## src/rtl/mem_arb_pkg.sv

```systemverilog
// Shared types for the two-port memory arbiter: FSM states and port ownership.
package mem_arb_pkg;

    typedef enum logic [1:0] {
        IDLE  = 2'd0,
        ISSUE = 2'd1,
        RESP  = 2'd2
    } state_t;

    typedef enum logic {
        OWN_IF = 1'b0,
        OWN_DM = 1'b1
    } owner_t;

endpackage

```

## src/rtl/mem_arb_pick.sv

```systemverilog
// Combinational grant selector for the fetch and data ports.
// MEM_ARB_RR_EN selects round-robin on conflict; otherwise the data port always wins.
module mem_arb_pick
    import mem_arb_pkg::*;
(
    input  logic   if_req,
    input  logic   dm_req,
    input  owner_t last_grant,
    output logic   grant_valid,
    output owner_t grant
);

`ifndef MEM_ARB_RR_EN
    // Fixed priority has no use for the history pointer.
    owner_t last_grant_unused;
    assign last_grant_unused = last_grant;
`endif

    always_comb begin
        grant_valid = if_req | dm_req;
        grant       = OWN_IF;
`ifdef MEM_ARB_RR_EN
        if (if_req && dm_req) begin
            grant = (last_grant == OWN_DM) ? OWN_IF : OWN_DM;
        end else if (dm_req) begin
            grant = OWN_DM;
        end
`else
        if (dm_req) begin
            grant = OWN_DM;
        end
`endif
    end

endmodule

```

## src/rtl/mem_arbiter.sv

```systemverilog
// Two-port (fetch / data) arbiter in front of a single-port byte memory with registered read.
// Grant policy is chosen by MEM_ARB_RR_EN (round-robin) or fixed data-port priority when undefined.
module mem_arbiter
    import mem_arb_pkg::*;
#(
    parameter int ADDR_WIDTH = 16,
    parameter int DATA_WIDTH = 16
) (
    input  logic                  clk,
    input  logic                  rst,
    input  logic                  if_req,
    input  logic [ADDR_WIDTH-1:0] if_addr,
    output logic                  if_ready,
    output logic [DATA_WIDTH-1:0] if_rdata,
    input  logic                  dm_req,
    input  logic                  dm_we,
    input  logic [ADDR_WIDTH-1:0] dm_addr,
    input  logic [DATA_WIDTH-1:0] dm_wdata,
    output logic                  dm_ready,
    output logic [DATA_WIDTH-1:0] dm_rdata,
    output logic [ADDR_WIDTH-1:0] mem_addr,
    output logic [DATA_WIDTH-1:0] mem_wdata,
    output logic                  mem_load,
    input  logic [DATA_WIDTH-1:0] mem_rdata,
    output logic                  busy
);

    state_t state, state_next;
    owner_t owner, last_grant, grant;
    logic   grant_valid;
    logic   load_grant;

    mem_arb_pick u_pick (
        .if_req      (if_req),
        .dm_req      (dm_req),
        .last_grant  (last_grant),
        .grant_valid (grant_valid),
        .grant       (grant)
    );

    always_ff @(posedge clk or posedge rst) begin
        if (rst) begin
            state <= IDLE;
        end else begin
            state <= state_next;
        end
    end

    // A new grant can be taken from IDLE or straight out of RESP, giving back-to-back accesses.
    always_comb begin
        state_next = state;
        load_grant = 1'b0;
        case (state)
            IDLE: begin
                if (grant_valid) begin
                    state_next = ISSUE;
                    load_grant = 1'b1;
                end
            end
            ISSUE: state_next = RESP;
            RESP: begin
                if (grant_valid) begin
                    state_next = ISSUE;
                    load_grant = 1'b1;
                end else begin
                    state_next = IDLE;
                end
            end
            default: state_next = IDLE;
        endcase
    end

    // Memory request registers; mem_load is cleared on leaving ISSUE so it lasts one cycle.
    always_ff @(posedge clk or posedge rst) begin
        if (rst) begin
            owner      <= OWN_IF;
            last_grant <= OWN_IF;
            mem_addr   <= '0;
            mem_wdata  <= '0;
            mem_load   <= 1'b0;
        end else if (load_grant) begin
            owner      <= grant;
            last_grant <= grant;
            mem_addr   <= (grant == OWN_DM) ? dm_addr : if_addr;
            mem_wdata  <= (grant == OWN_DM) ? dm_wdata : '0;
            mem_load   <= (grant == OWN_DM) && dm_we;
        end else if (state == ISSUE) begin
            mem_load   <= 1'b0;
        end
    end

    assign if_ready = (state == RESP) && (owner == OWN_IF);
    assign dm_ready = (state == RESP) && (owner == OWN_DM);
    assign if_rdata = mem_rdata;
    assign dm_rdata = mem_rdata;
    assign busy     = (state != IDLE);

endmodule
```

## config.mk

```make
export PLATFORM = sky130hd
export DESIGN_NAME = mem_arbiter
export DESIGN_NICKNAME = d
export VERILOG_FILES = /design/src/rtl/mem_arb_pkg.sv /design/src/rtl/mem_arb_pick.sv /design/src/rtl/mem_arbiter.sv
export SDC_FILE = /design/constraint.sdc
export NUM_CORES = 1
export LEC_CHECK = 0
export ABC_AREA = 1
export CAP_MARGIN = 5
export CORE_MARGIN = 10
export CORE_UTILIZATION = 53
export DETAILED_ROUTE_END_ITERATION = 7
export DONT_BUFFER_PORTS = 1
export GPL_TIMING_DRIVEN = 0
export MAX_ROUTING_LAYER = met4
export PLACE_DENSITY = 0.77
export SKIP_LAST_GASP = 1
export SYNTH_ARGS = -nofsm -noshare
export SYNTH_HDL_FRONTEND = slang
export SYNTH_SLANG_ARGS = --single-unit
```

## constraint.sdc

```tcl
create_clock -name clk -period 2.38 [get_ports clk]
set_clock_uncertainty 0.2 [all_clocks]
set_input_delay 0.714 -clock clk [delete_from_list [all_inputs] [get_ports clk]]
set_output_delay 0.714 -clock clk [all_outputs]
set_load 0.03 [all_outputs]
```

==> impl_metrics.tcl <==
set metrics [dict create \
    grt_pass1_vias 1554 \
    crit_path_start_kind "flop" \
    synth_compound_area_share_pct 0.754 \
    hp-class "primary input to asynchronous set/reset pin" \
    postCtsHoldBufs 0 \
    leakage_nw 1.17 \
    dp_cells 290 \
    slowest_stage "dfrtp_1" \
    synth_fp_nets 311 \
    dr.pass1.iters 4 \
    fp-row-count 21 \
    r2r_cells 5 \
    hpwl_um 3990 \
    setup_viol_count_final 0 \
    grt_max_degree 14 \
    max_stage_delay_ns 0.46 \
    rsz0062_at_grt "true" \
    ys_seq_area_share_pct 49.4 \
    crit_arrival_ns 1.44 \
    tritoncts "yes" \
    maxSlewViolCount 0 \
    synth_top_family_by_area "simple AND/OR/NAND/NOR gates" \
    n_antenna_cell 0 \
    synth_fa_ha_area_share_pct 0 \
    post-route-util_pct 59.6 \
    gp_congestion 0.748 \
    nFillCells 307 \
    worst_pin_slew_ns 0.595 \
    outcome "finished, final reports clean" \
    wl_per_cell_um 15.9 \
    yosys_warnings 0 \
    coreArea_um2 3340 \
    drv_cap 0 \
    synth_cell_types 12 \
    reg2reg_to "mem_wdata[7]$_DFFE_PP0P_" \
    drt_iter0_drc 77 \
    cts_root_buf "clkbuf_4" \
    cp.required_ns 1.47 \
    postSynthAreaPerCell_um2 7.54 \
    synth_xor_area_share_pct 0 \
    crit_start "state[0]$_DFFE_PP0P_" \
    synthMuxAreaShare_pct 0 \
    powerDensity_nw_per_um2 862 \
    path_cells "inv_2 > nand2_1 > nor2_1" \
    htree_levels 2 \
    fin_crit_sh_pct 98.8 \
    remaining_drc_errors 0 \
    grt_pass1_wl_um 7520 \
    port_buffers 0 \
    yosys.area_share.simple_pct 32.9 \
    finalInstanceArea_um2 1990 \
    wl_met2_um 2260 \
    track_usage_pct 15.4 \
    max_freq_mhz 425 \
    synth_area_um2 1820 \
    cts_sinks 36 \
    syn_to_final_growth_pct 8.99 \
    period_needed_ns 2.35 \
    fp.dieW_um 78.7 \
    dieArea_um2 6190 \
    synthCells 242 \
    routed.top_layer "met4" \
    antenna_found_initial 0 \
    fp.dieH_um 78.7 \
    worst_hold_slack_ns 0.0663 \
    reg2reg_slack_ns 1.00 \
    ioPinCount 137 \
    nets 320 \
    reg2reg_from "state[0]$_DFFE_PP0P_" \
    start_util_pct 54.7 \
    layoutNonFillerInstCount 298 \
    hold_viol 0 \
    cp_max_fo 4 \
    wl_met1_um 1790 \
    clock_path_buffers 2 \
    cp-end-kind "output port" \
    vias 1407 \
    ys_ff_latch 36 \
    insertion_delay_ns 0.33 \
    grt-ovfl-total 0 \
    setup.worst_path.class "flop to output port" \
    path_clk_slew_ns 0.11 \
    layout-drive-gt1-share_pct 21.0 \
    slew_headroom_pct 60.2 \
    power_mw 1.71 \
    final_antenna_net_count 0 \
    dpl_cell_area_um2 1910 \
    peakVddDrop_v 0.000378 \
    cts_buffers 5 \
    avgViaCountPerCell 4.72 \
    totalWireLength_um 4730 \
    route.met3.wl_um 606 \
]
[kinds of logic (layout without fill, tap and decap cells)]
kind of cell,after synthesis,after routing
AOI/OAI and AO/OA,2,2
buffers and inverters,47,57
DFF,36,36
and+or+nand+nor,157,157
[sequential cells by signal, summed over array words and instances (netlist names)]
name and flops:
mem_addr 16, mem_load 1, mem_wdata 16, owner 1, state 2
[worst max path at each step]
| stage | cells past startpoint | end | slack [ns] |
|---|---|---|---|
| after floorplan | 3 | dm_ready | 0.48 |
| after global placement | 1 | mem_addr[1]$_DFFE_PP0P_ | 0.27 |
| after detailed placement | 3 | dm_ready | 0.39 |
| after CTS | 3 | dm_ready | 0.01 |
| after global routing | 3 | dm_ready | -0.05 |
| final | 3 | dm_ready | 0.03 |
[cell type report]
class | count | area, um^2 | share of cell area, %
inverters | 7 | 26.3 | 1.32
multi-input cells | 159 | 613 | 30.8
well taps | 46 | 57.6 | 2.89
clock inverters | 2 | 35.0 | 1.76
plain buffers | 40 | 284 | 14.3
clock buffers | 6 | 41.3 | 2.08
repair buffers | 2 | 30.0 | 1.51
flip-flops and latches | 36 | 901 | 45.3
[cell usage in the layout, fill, tap and decap left out, types with 2 or more instances in the layout]
master	n
nor2_1	4
clkbuf_1	2
buf_2	5
inv_1	5
buf_8	2
dfrtp_1	36
clkbuf_4	5
nand2_1	151
buf_4	34
inv_2	2
[routing by layer]
layer | track usage (%) | up-vias
met4 | 5.91 | 0
met5 | - | -
li1 | - | 703
met1 | 16.8 | 611
met2 | 23.8 | 86
met3 | 7.29 | 7
[timing repair]
item | CTS | global route
endpoints found under the setup margin | 0 | 2
resized for setup | 0 | 0
setup buffers | 0 | 0
[power by group]
part / leakage [nW] / total [mW] / internal (mW) / switching (mW)
combinational: 0.676 / 0.319 / 0.108 / 0.211
sequential: 0.451 / 0.980 / 0.709 / 0.271
clock: 0.0422 / 0.415 / 0.220 / 0.194
[cells in the mapped netlist]
cell type	count	area, um^2
a21oi_1	1	5.00
buf_2	5	25.0
buf_4	34	255
clkbuf_1	1	3.75
dfrtp_1	36	901
inv_1	5	18.8
inv_2	2	7.51
nand2_1	151	567
nor2_1	4	15.0
nor2_2	1	6.26
nor2_4	1	11.3
o21ai_2	1	8.76
[per-stage QoR]
stage	TNS (ns)	setup slack, ns
after global routing	-0.0899	-0.0505
after global placement	0	0.268
after detailed placement	0	0.390
after CTS	0	0.0108
final	0	0.0287
after floorplan	0	0.482
[worst max-delay path, delay by kind of cell, from the launching register on]
family	cells	cell delay, ns
simple gates	2	0.53
flops	1	0.46
buf+inv	1	0.12
Power figures use the tool's default switching activity.
